## src/rtl/fifo_arb_pkg.sv

```systemverilog
// rtl/fifo_arb_pkg.sv - shared types and width helpers for the FIFO push arbiter
package fifo_arb_pkg;

    typedef enum logic {
        IDLE  = 1'b0,
        GRANT = 1'b1
    } arb_state_e;

    // Width of a producer index; never narrower than one bit.
    function automatic int grant_width(input int num_req);
        return (num_req > 1) ? $clog2(num_req) : 1;
    endfunction

    // Width of a counter that must hold values 0..max_burst.
    function automatic int burst_width(input int max_burst);
        return $clog2(max_burst + 1);
    endfunction

endpackage

```

## src/rtl/rr_priority_picker.sv

```systemverilog
// rtl/rr_priority_picker.sv - round-robin next-requester search, purely combinational
module rr_priority_picker
    import fifo_arb_pkg::*;
#(
    parameter int NUM_REQ = 4,
    parameter int GRANT_W = grant_width(NUM_REQ)
) (
    input  logic [NUM_REQ-1:0] req,
    input  logic [GRANT_W-1:0] lastGrant,
    output logic               anyReq,
    output logic [GRANT_W-1:0] nextId
);

    logic               found;
    int                 idx;
    logic [GRANT_W-1:0] cand;

    // Walk lastGrant+1, lastGrant+2, ... modulo NUM_REQ and take the first requester.
    always_comb begin
        anyReq = |req;
        nextId = '0;
        found  = 1'b0;
        idx    = 0;
        cand   = '0;
        for (int off = 1; off <= NUM_REQ; off++) begin
            idx  = (int'(lastGrant) + off) % NUM_REQ;
            cand = GRANT_W'(idx);
            if (!found && req[cand]) begin
                found  = 1'b1;
                nextId = cand;
            end
        end
    end

endmodule

```

## src/rtl/fifo_push_arbiter.sv

```systemverilog
// rtl/fifo_push_arbiter.sv - round-robin arbiter sharing one FIFO push port among producers
module fifo_push_arbiter
    import fifo_arb_pkg::*;
#(
    parameter int  NUM_REQ   = 4,
    parameter int  DATA_SIZE = 8,
    parameter int  MAX_BURST = 4,
    localparam int GRANT_W   = grant_width(NUM_REQ),
    localparam int BURST_W   = burst_width(MAX_BURST)
) (
    input  logic                         clk,
    input  logic                         rst,
    input  logic [NUM_REQ-1:0]           req,
    input  logic [NUM_REQ*DATA_SIZE-1:0] reqData,
    output logic [NUM_REQ-1:0]           ack,
    input  logic                         fifoFull,
    output logic                         push,
    output logic [DATA_SIZE-1:0]         writeData,
    output logic                         grantValid,
    output logic [GRANT_W-1:0]           grantId
);

    arb_state_e         state_q, state_d;
    logic [GRANT_W-1:0] grant_id_q, grant_id_d;
    logic [GRANT_W-1:0] last_grant_q, last_grant_d;
    logic [BURST_W-1:0] burst_cnt_q, burst_cnt_d;

    logic               any_req;
    logic [GRANT_W-1:0] next_id;
    logic               sel_req;
    logic [DATA_SIZE-1:0] sel_data;

    rr_priority_picker #(
        .NUM_REQ (NUM_REQ),
        .GRANT_W (GRANT_W)
    ) u_picker (
        .req       (req),
        .lastGrant (last_grant_q),
        .anyReq    (any_req),
        .nextId    (next_id)
    );

    // Select the granted producer's request bit and word.
    always_comb begin
        sel_req  = 1'b0;
        sel_data = '0;
        for (int i = 0; i < NUM_REQ; i++) begin
            if (grant_id_q == GRANT_W'(i)) begin
                sel_req  = req[i];
                sel_data = reqData[i*DATA_SIZE +: DATA_SIZE];
            end
        end
    end

    // FIFO-facing outputs track the live fifoFull so a full FIFO is never pushed.
    always_comb begin
        grantValid = (state_q == GRANT);
        grantId    = grant_id_q;
        push       = grantValid & sel_req & ~fifoFull;
        writeData  = grantValid ? sel_data : '0;
        ack        = '0;
        for (int i = 0; i < NUM_REQ; i++) begin
            ack[i] = push & (grant_id_q == GRANT_W'(i));
        end
    end

    // Next-state: grant in IDLE, release on dropped request or completed burst.
    always_comb begin
        state_d      = state_q;
        grant_id_d   = grant_id_q;
        last_grant_d = last_grant_q;
        burst_cnt_d  = burst_cnt_q;
        unique case (state_q)
            IDLE: begin
                if (any_req) begin
                    grant_id_d  = next_id;
                    burst_cnt_d = '0;
                    state_d     = GRANT;
                end
            end
            GRANT: begin
                if (!sel_req) begin
                    state_d      = IDLE;
                    last_grant_d = grant_id_q;
                    burst_cnt_d  = '0;
                end else if (push) begin
                    if (burst_cnt_q == BURST_W'(MAX_BURST - 1)) begin
                        state_d      = IDLE;
                        last_grant_d = grant_id_q;
                        burst_cnt_d  = '0;
                    end else begin
                        burst_cnt_d = burst_cnt_q + BURST_W'(1);
                    end
                end
            end
            default: state_d = IDLE;
        endcase
    end

    // State registers; lastGrant resets to the top index so producer 0 wins first.
    always_ff @(posedge clk or posedge rst) begin
        if (rst) begin
            state_q      <= IDLE;
            grant_id_q   <= '0;
            last_grant_q <= GRANT_W'(NUM_REQ - 1);
            burst_cnt_q  <= '0;
        end else begin
            state_q      <= state_d;
            grant_id_q   <= grant_id_d;
            last_grant_q <= last_grant_d;
            burst_cnt_q  <= burst_cnt_d;
        end
    end

endmodule

```

## config.mk

```make
export PLATFORM = sky130hd
export DESIGN_NAME = fifo_push_arbiter
export DESIGN_NICKNAME = d
export VERILOG_FILES = /design/src/rtl/fifo_arb_pkg.sv /design/src/rtl/rr_priority_picker.sv /design/src/rtl/fifo_push_arbiter.sv
export SDC_FILE = /design/constraint.sdc
export NUM_CORES = 1
export LEC_CHECK = 0
export ABC_AREA = 0
export BUFFER_PORTS_ARGS = -buffer_cell sky130_fd_sc_hd__buf_2
export CORE_UTILIZATION = 43
export CTS_CLUSTER_DIAMETER = 40
export DETAILED_ROUTE_END_ITERATION = 16
export PLACE_DENSITY = 0.94
export REMOVE_ABC_BUFFERS = 1
export SLEW_MARGIN = 20
export SYNTH_ARGS = -nofsm -noshare
export SYNTH_HDL_FRONTEND = slang
export SYNTH_SLANG_ARGS = --single-unit
```

## constraint.sdc

```tcl
create_clock -name clk -period 4.5 [get_ports clk]
set_clock_uncertainty 0.05 [all_clocks]
set_input_delay 1.35 -clock clk [delete_from_list [all_inputs] [get_ports clk]]
set_output_delay 1.35 -clock clk [all_outputs]
set_load 0.005 [all_outputs]
```

==> flow_summary.ini, run 1 <==
[status]
status = completed

[synth]
syn_inst = 70
yosysMostFrequentCell = mux4_2
yosys_register_bits = 8
synth_top_cell_by_area = mux4_2
synth_edf_count = 0
synth_area_um2 = 775.7
yosysWarnings = 0
synth_top_area_frac = 0.2613
ys_types = 34
netlist_top_cells_area = mux4_2, dfrtp_1, dfstp_2
synthTopCellsByCount = mux4_2, and2_1, dfrtp_1
postSynthAreaPerCell_um2 = 11.08
synth-main-ff-cell = dfrtp_1
yosysSeqAreaShare = 0.2613
synthArstFlopShare = 1.000

[grt]
grt_pass1_wl_mm = 2.967
grt_overflow = 0
track_usage = 0.2026
antenna_found_initial = 0
grt_pass1_vias = 760
grt_max_degree = 18

[clock_network]
postCtsResizedCells = 0
postCtsHoldBufs = 0
clkLatencyLatePin_ps = 250
cts_tree = yes
clockBufferDepth = 2
cts_inserted_buffers = 3
postCtsSetupBuffers = 0
clock-sinks = 8
cts-htree-levels = 1
path_clk_slew_ps = 60
clockRootBuffer = clkbuf_4

[floorplan]
fp.dieArea_um2 = 1978
core.rowCount = 14
ios = 55
design.core.area_um2 = 1594
dieHeight_um = 44.48
die_x_um = 44.48
start_util = 0.4867

[sta]
slew_headroom = 0.5475
maxSlewViolCount = 0
worst_slack_ps = 565.9
finalCritPeriodShare = 0.8742
max_freq_ghz = 0.2542
final-setup-viol-count = 0
rsz0062_at_grt = false
worst_slew_pin_slew_ps = 678.7
fin_setup_tns_ps = 0
hold_viol = 0
post-route-min-period_ps = 3934

[worst_hold_path]
min_path_type = reg2reg
hp-start = burst_cnt_q[1]$_DFFE_PP0P_
hold_depth = 1
min_to = burst_cnt_q[1]$_DFFE_PP0P_

[setup_path]
r2r_end = burst_cnt_q[0]$_DFFE_PP0P_
end_kind = output port
path_class = in2out
r2r.worst_path.cells = 3
critPathArrivalTime_ps = 2530
startpoint_type = input pin
rrSetupSlack_ps = 2420
cp_data_required_time_ps = 3100
r2r-start = grantId[1]$_DFFE_PP0P_
worstPathMaxFanout = 7

[finish]
nets = 163
layout-drive-gt1-share = 0.5984
final-instance-count-excl-fill = 146
diodes = 0
synthToLayoutAreaGrowth_pct = 37.90

[detailed_routing]
ant_nets = 0
vias = 778
wirelength_mm = 1.904
first_iter_violations = 6
drc = 0
first_pass_iters = 4
via_per_inst = 5.329
wl_per_cell_um = 13.04

[placement]
placed_cells = 142
post-place-ws_ps = 568.6
dp_hpwl_mm = 1.593
io_buffers = 54
gp_congestion = 0.7853

[power]
power_density_nw_per_um2 = 542.4
finalPower_mw = 0.5802
peakVddDrop_uv = 461.8
leakage_nw = 0.5317

[flow_run]
cap_viol_max_count = 0
layout make-up:
class | instances | area (um^2)
timing repair buffer | 54 | 270.3
clock buffer | 4 | 26.28
inverter | 3 | 11.26
sequential | 8 | 202.7
multi-input combinational | 53 | 529.3
fill | 141 | 524.3
tap | 24 | 30.03
worst max-delay path, stage by stage:
cell	delay [ps]
buf_2	130
mux4_2	540
nand2_2	160
nor2_1	60
and3_1	170
buf_2	120
sequential cells by signal (all words and copies together) (netlist names):
signal        cells
grantId           2
grantValid        1
last_grant_q      2
burst_cnt_q       3
logic make-up (layout without fill, tap and decap cells):
logic type	after synthesis	after routing	synth area share
AND/OR/NAND/NOR	25	25	0.1952
adder cells (fa/ha/maj)	1	1	0.01613
flip-flops	8	8	0.2613
AO/OA/AOI/OAI	13	13	0.1291
buffers and inverters	9	61	0.05645
multiplexers	14	14	0.3419
layer usage:
layer / track usage / up-vias / wire (um)
met3: 0.06531 / 0 / 204
met4: 0.05455 / 0 / 0
met5: 0 / - / 0
met1: 0.2026 / 365 / 697
met2: 0.3941 / 42 / 1002
li1: - / 371 / -
through the flow:
step	area (um^2)	hold WS (ps)	utilization
after floorplan	743.2	436.1	-
after global placement	1044	454.7	0.6546
after detailed placement	1044	454.1	0.6546
after CTS	1070	468.8	0.6711
after global routing	1070	494.2	0.6711
final	1070	463.4	0.6711
power by group:
part / switching [mW] / internal [mW] / leakage [nW] / total (mW)
Clock: 0.0242 / 0.0339 / 0.0150 / 0.0581
Combinational: 0.116 / 0.215 / 0.421 / 0.331
Sequential: 0.0832 / 0.108 / 0.0955 / 0.191
Total: 0.223 / 0.357 / 0.532 / 0.580
how the worst max path moves through the flow:
stage / startpoint / end / slack [ps]
3_5_place_dp: req[3] / ack[3] / 570
6_report: req[3] / ack[3] / 570
3_3_place_gp: req[3] / ack[3] / 590
2_1_floorplan: req[3] / ack[3] / 850
4_1_cts: req[3] / ack[3] / 570
5_1_grt: req[3] / ack[3] / 500
cell usage in the layout, fill, tap and decap left out, types with 2 or more instances in the layout:
| master | instances |
|---|---|
| buf_2 | 54 |
| dfrtp_1 | 6 |
| nor2_1 | 4 |
| nand2_1 | 2 |
| o21ai_0 | 2 |
| mux2_1 | 2 |
| dfstp_2 | 2 |
| mux2_4 | 2 |
| and2_1 | 8 |
| a21oi_1 | 2 |
| nor4b_1 | 2 |
| nor4_1 | 2 |
| inv_1 | 3 |
| clkbuf_4 | 3 |
| mux4_2 | 9 |
No activity file was read; power rests on OpenSTA's default activity.
==> run 2: changes to the inputs <==
Settings changed: SYNTH_HIERARCHICAL set to 1.
==> run 2 against run 1 <==
Against the previous run: worst setup slack improved by 220 ps; non-clock buffer count did not move; first-iteration DRC count rose to 2.5 times the previous value; critical path depth fell by 2; combinational power fell by 3%; fmax rose by 5.8%; critical path type unchanged; largest power group unchanged.
==> flow_summary.ini, run 2 <==
[sta]
maxSlewViolCount = 0
slew_headroom = 0.5317
hold_viol = 0
finalCritPeriodShare = 0.8265
max_freq_ghz = 0.2689
fin_setup_tns_ps = 0
worst_slew_pin_slew_ps = 702.4
rsz0062_at_grt = false
post-route-min-period_ps = 3719
final-setup-viol-count = 0

[floorplan]
ios = 55
fp.dieArea_um2 = 1975
start_util = 0.4859
design.core.area_um2 = 1594
dieHeight_um = 44.44
die_x_um = 44.44
core.rowCount = 14

[finish]
final_cell_mix = buf_2, mux4_2, and2_1
diodes = 0
synthToLayoutAreaGrowth_pct = 39.09
nets = 167
layout_commonest_cell = buf_2
regMostFlops = burst_cnt_q
layout-drive-gt1-share = 0.5794
final-instance-count-excl-fill = 150
largest_reg_flops = 3

[synth]
netlist_top_cells_area = mux4_2, dfrtp_1, and2_1
yosysWarnings = 6
postSynthAreaPerCell_um2 = 10.76
yosys_register_bits = 8
synth_edf_count = 0
syn_inst = 72
yosysSeqAreaShare = 0.2617
synth_top_area_frac = 0.2617
synth_top_cell_by_area = mux4_2
ys_types = 26
synth_area_um2 = 774.5
synthArstFlopShare = 1.000
synth-main-ff-cell = dfrtp_1
synthTopCellsByCount = and2_1, mux4_2, dfrtp_1

[detailed_routing]
drc = 0
first_iter_violations = 15
via_per_inst = 5.300
wirelength_mm = 2.037
ant_nets = 0
first_pass_iters = 4
vias = 795
wl_per_cell_um = 13.58

[placement]
gp_congestion = 0.7620
dp_hpwl_mm = 1.677
io_buffers = 54
placed_cells = 146

[clock_network]
clockBufferDepth = 2
cts_tree = yes
cts_inserted_buffers = 3
cts-htree-levels = 1
postCtsResizedCells = 0
clkLatencyLatePin_ps = 250
clockRootBuffer = clkbuf_4
postCtsHoldBufs = 0
postCtsSetupBuffers = 0
clock-sinks = 8
path_clk_slew_ps = 60

[setup_path]
critPathArrivalTime_ps = 2320
cp_data_required_time_ps = 3100
path_class = in2out
worstPathMaxFanout = 6
end_kind = output port
startpoint_type = input pin

[flow_run]
cap_viol_max_count = 0

[power]
finalPower_mw = 0.5720
leakage_nw = 0.5278
peakVddDrop_uv = 455.5
power_density_nw_per_um2 = 531.0

[grt]
grt_pass1_vias = 746
grt_overflow = 0
grt_pass1_wl_mm = 3.167
grt_max_degree = 17
track_usage = 0.2169
antenna_found_initial = 0

[worst_hold_path]
min_path_type = reg2reg

[status]
status = completed
-- run 2: metrics by stage --
| stage | setup WS (ps) | instance area [um^2] | hold WS, ps | util |
|---|---|---|---|---|
| 6_report | 780.9 | 1077 | 441.9 | 0.6758 |
| 5_1_grt | 752.3 | 1077 | 484.0 | 0.6758 |
| 4_1_cts | 779.3 | 1077 | 443.3 | 0.6758 |
| 3_5_place_dp | 779.7 | 1051 | 435.7 | 0.6593 |
| 3_3_place_gp | 805.4 | 1051 | 421.9 | 0.6593 |
| 2_1_floorplan | 1060 | 750.7 | 407.3 | - |
-- run 2: logic make-up after synthesis --
logic type,Yosys count,share of synthesized area
AND/OR/NAND/NOR,31,0.2310
multiplexers,15,0.3457
AO/OA/AOI/OAI,9,0.09531
buffers and inverters,8,0.05007
flip-flops,8,0.2617
adder cells (fa/ha/maj),1,0.01615
-- run 2: layout make-up --
cell class	instances	area, um^2
Multi-Input combinational cell	56	533.0
Fill cell	151	516.7
Timing Repair Buffer	54	270.3
Sequential cell	8	202.7
Tap cell	24	30.03
Clock buffer	4	26.28
Inverter	4	15.01
-- run 2: final timing paths --
path | startpoint | end | slack, ps | depth (start not counted)
max in group asynchronous | rst | last_grant_q[0]$_DFFE_PP1P_ | 3120 | 2
setup reg to reg | grantId[0]$_DFFE_PP0P_ | last_grant_q[1]$_DFFE_PP1P_ | 2360 | 3
setup / recovery | req[3] | push | 780 | 4
hold / removal | burst_cnt_q[0]$_DFFE_PP0P_ | burst_cnt_q[0]$_DFFE_PP0P_ | 440 | 1
min in group asynchronous | rst | burst_cnt_q[1]$_DFFE_PP0P_ | 980 | 2
hold reg to reg | burst_cnt_q[0]$_DFFE_PP0P_ | burst_cnt_q[0]$_DFFE_PP0P_ | 440 | 1
-- run 2: per-layer routing --
metal | global-route usage | wire (um) | up-vias | part of all wire
met5 | 0 | 0 | - | 0
met4 | 0 | 0 | 0 | 0
met3 | 0.06531 | 213 | 0 | 0.10
met2 | 0.4618 | 1117 | 47 | 0.55
met1 | 0.2098 | 706 | 376 | 0.35
li1 | - | - | 372 | -
-- run 2: critical path, stage by stage --
cell and delay [ps]:
buf_2 130, mux4_2 550, and2_1 170, buf_2 120
-- run 2: report_power, final --
part	switching [mW]	total, mW	internal, mW
logic	0.112	0.321	0.210
registers	0.0858	0.194	0.108
clock network	0.0232	0.0570	0.0338
==> run 3: changes to the inputs <==
Settings changed: CORE_UTILIZATION 43 to 36, PLACE_DENSITY 0.94 to 0.85.
Clock period 4.5 ns to 3.4 ns, I/O delays scaled along.
==> run 3 against run 2 <==
Against the previous run: highest routed layer is now met4; global-route usage decreased by 1.1 points; largest power group unchanged; register-to-register slack got worse by 1100 ps; first-iteration DRC count decreased by 53%; sequential power increased by 30%; worst setup slack got worse by 450 ps; via count increased by 0.88%.
==> flow_summary.ini, run 3 (synthesis gave the netlist of run 2 again) <==
[finish]
regMostFlops = burst_cnt_q
layout_commonest_cell = buf_2
layout-drive-gt1-share = 0.5794
diodes = 0
final_cell_mix = buf_2, mux4_2, and2_1
num-fill-cells = 186
nets = 167
synthToLayoutAreaGrowth_pct = 39.58
final_area_um2 = 1081
largest_reg_flops = 3

[worst_hold_path]
hp-start = burst_cnt_q[0]$_DFFE_PP0P_
min_to = burst_cnt_q[0]$_DFFE_PP0P_
min_path_type = reg2reg
hold_depth = 1

[clock_network]
clockRootBuffer = clkbuf_4
postCtsResizedCells = 0
clkLatencyLatePin_ps = 260
cts_inserted_buffers = 3
postCtsHoldBufs = 0
clockBufferDepth = 2
cts_tree = yes
postCtsSetupBuffers = 0
clock-sinks = 8
cts-htree-levels = 1
path_clk_slew_ps = 60

[setup_path]
r2r-start = grantId[0]$_DFFE_PP0P_
rrSetupSlack_ps = 1300
startpoint_type = input pin
r2r.worst_path.cells = 3
r2r_end = last_grant_q[0]$_DFFE_PP1P_
cp_data_required_time_ps = 2330
end_kind = output port
path_class = in2out
critPathArrivalTime_ps = 2000
startpoint = req[3]
worstPathMaxFanout = 6

[sta]
finalCritPeriodShare = 0.9017
max_freq_ghz = 0.3262
worst_slew_pin_slew_ps = 661.8
maxSlewViolCount = 0
slew_headroom = 0.5588
hold_viol = 0
post-route-min-period_ps = 3066
final-setup-viol-count = 0
rsz0062_at_grt = false
fin_setup_tns_ps = 0

[floorplan]
fp.dieArea_um2 = 2341
core.rowCount = 16
design.core.area_um2 = 2002
die_x_um = 48.38
start_util = 0.3869
ios = 55
dieHeight_um = 48.38

[placement]
post_dp_cell_area_um2 = 1055
io_buffers = 54
gp_congestion = 0.7938

[power]
peakVddDrop_uv = 318.2
leakage_nw = 0.5278
power_density_nw_per_um2 = 700.0

[grt]
grt_pass1_vias = 819
antenna_found_initial = 0
track_usage = 0.2058
grt_max_degree = 17
grt_pass1_wl_mm = 3.670
grt_overflow = 0

[flow_run]
cap_viol_max_count = 0

[detailed_routing]
ant_nets = 0
via_per_inst = 5.242
route.met2.wl_mm = 1.074
highest_layer = met4
drc = 0
first_pass_iters = 3
route.met3.wl_um = 227
wirelength_mm = 2.138
wl_per_cell_um = 13.97
vias = 802
first_iter_violations = 7
wl_met1_um = 791

[status]
status = completed
[run 3: cell counts in the layout (fill, tap and decap cells not counted)]
Identical to the previous run, type by type.
[run 3: worst max-delay path by stage]
stage	to	slack, ps
after floorplan	push	620
after global placement	push	350
after detailed placement	push	340
after CTS	push	320
after global routing	push	190
final	push	330
[run 3: per-layer routing]
layer,global-route usage,vias up
met5,0,-
met4,0.1029,0
met3,0.09748,8
met2,0.3451,42
met1,0.2154,379
li1,-,373
[run 3: critical path, cell delays in order]
cell	delay (ps)
buf_2	140
mux4_2	550
and2_1	170
buf_2	120
[run 3: area by class of cell]
cell class / count / area, um^2 / share of cell area
well taps: 27 / 33.78 / 0.03125
multi-input cells: 56 / 533.0 / 0.4931
flip-flops and latches: 8 / 202.7 / 0.1875
clock buffers: 4 / 26.28 / 0.02431
repair buffers: 54 / 270.3 / 0.2500
inverters: 4 / 15.01 / 0.01389
[run 3: power breakdown]
group / internal [mW] / total, mW / switching (mW)
combinational: 0.277 / 0.428 / 0.151
clock: 0.0449 / 0.0768 / 0.0319
sequential: 0.143 / 0.252 / 0.109
total: 0.465 / 0.757 / 0.292
[run 3: metrics by stage]
step	setup slack (ps)	utilization	hold WS [ps]	power, mW	instances
after floorplan	620.2	-	407.3	0.5198	68
after CTS	317.5	0.5400	443.3	0.7650	153
after global routing	189.7	0.5400	481.9	0.8214	153
final	334.4	0.5400	439.5	0.7567	153
after global placement	346.4	0.5269	416.1	0.6643	149
after detailed placement	335.9	0.5269	435.1	0.6834	149
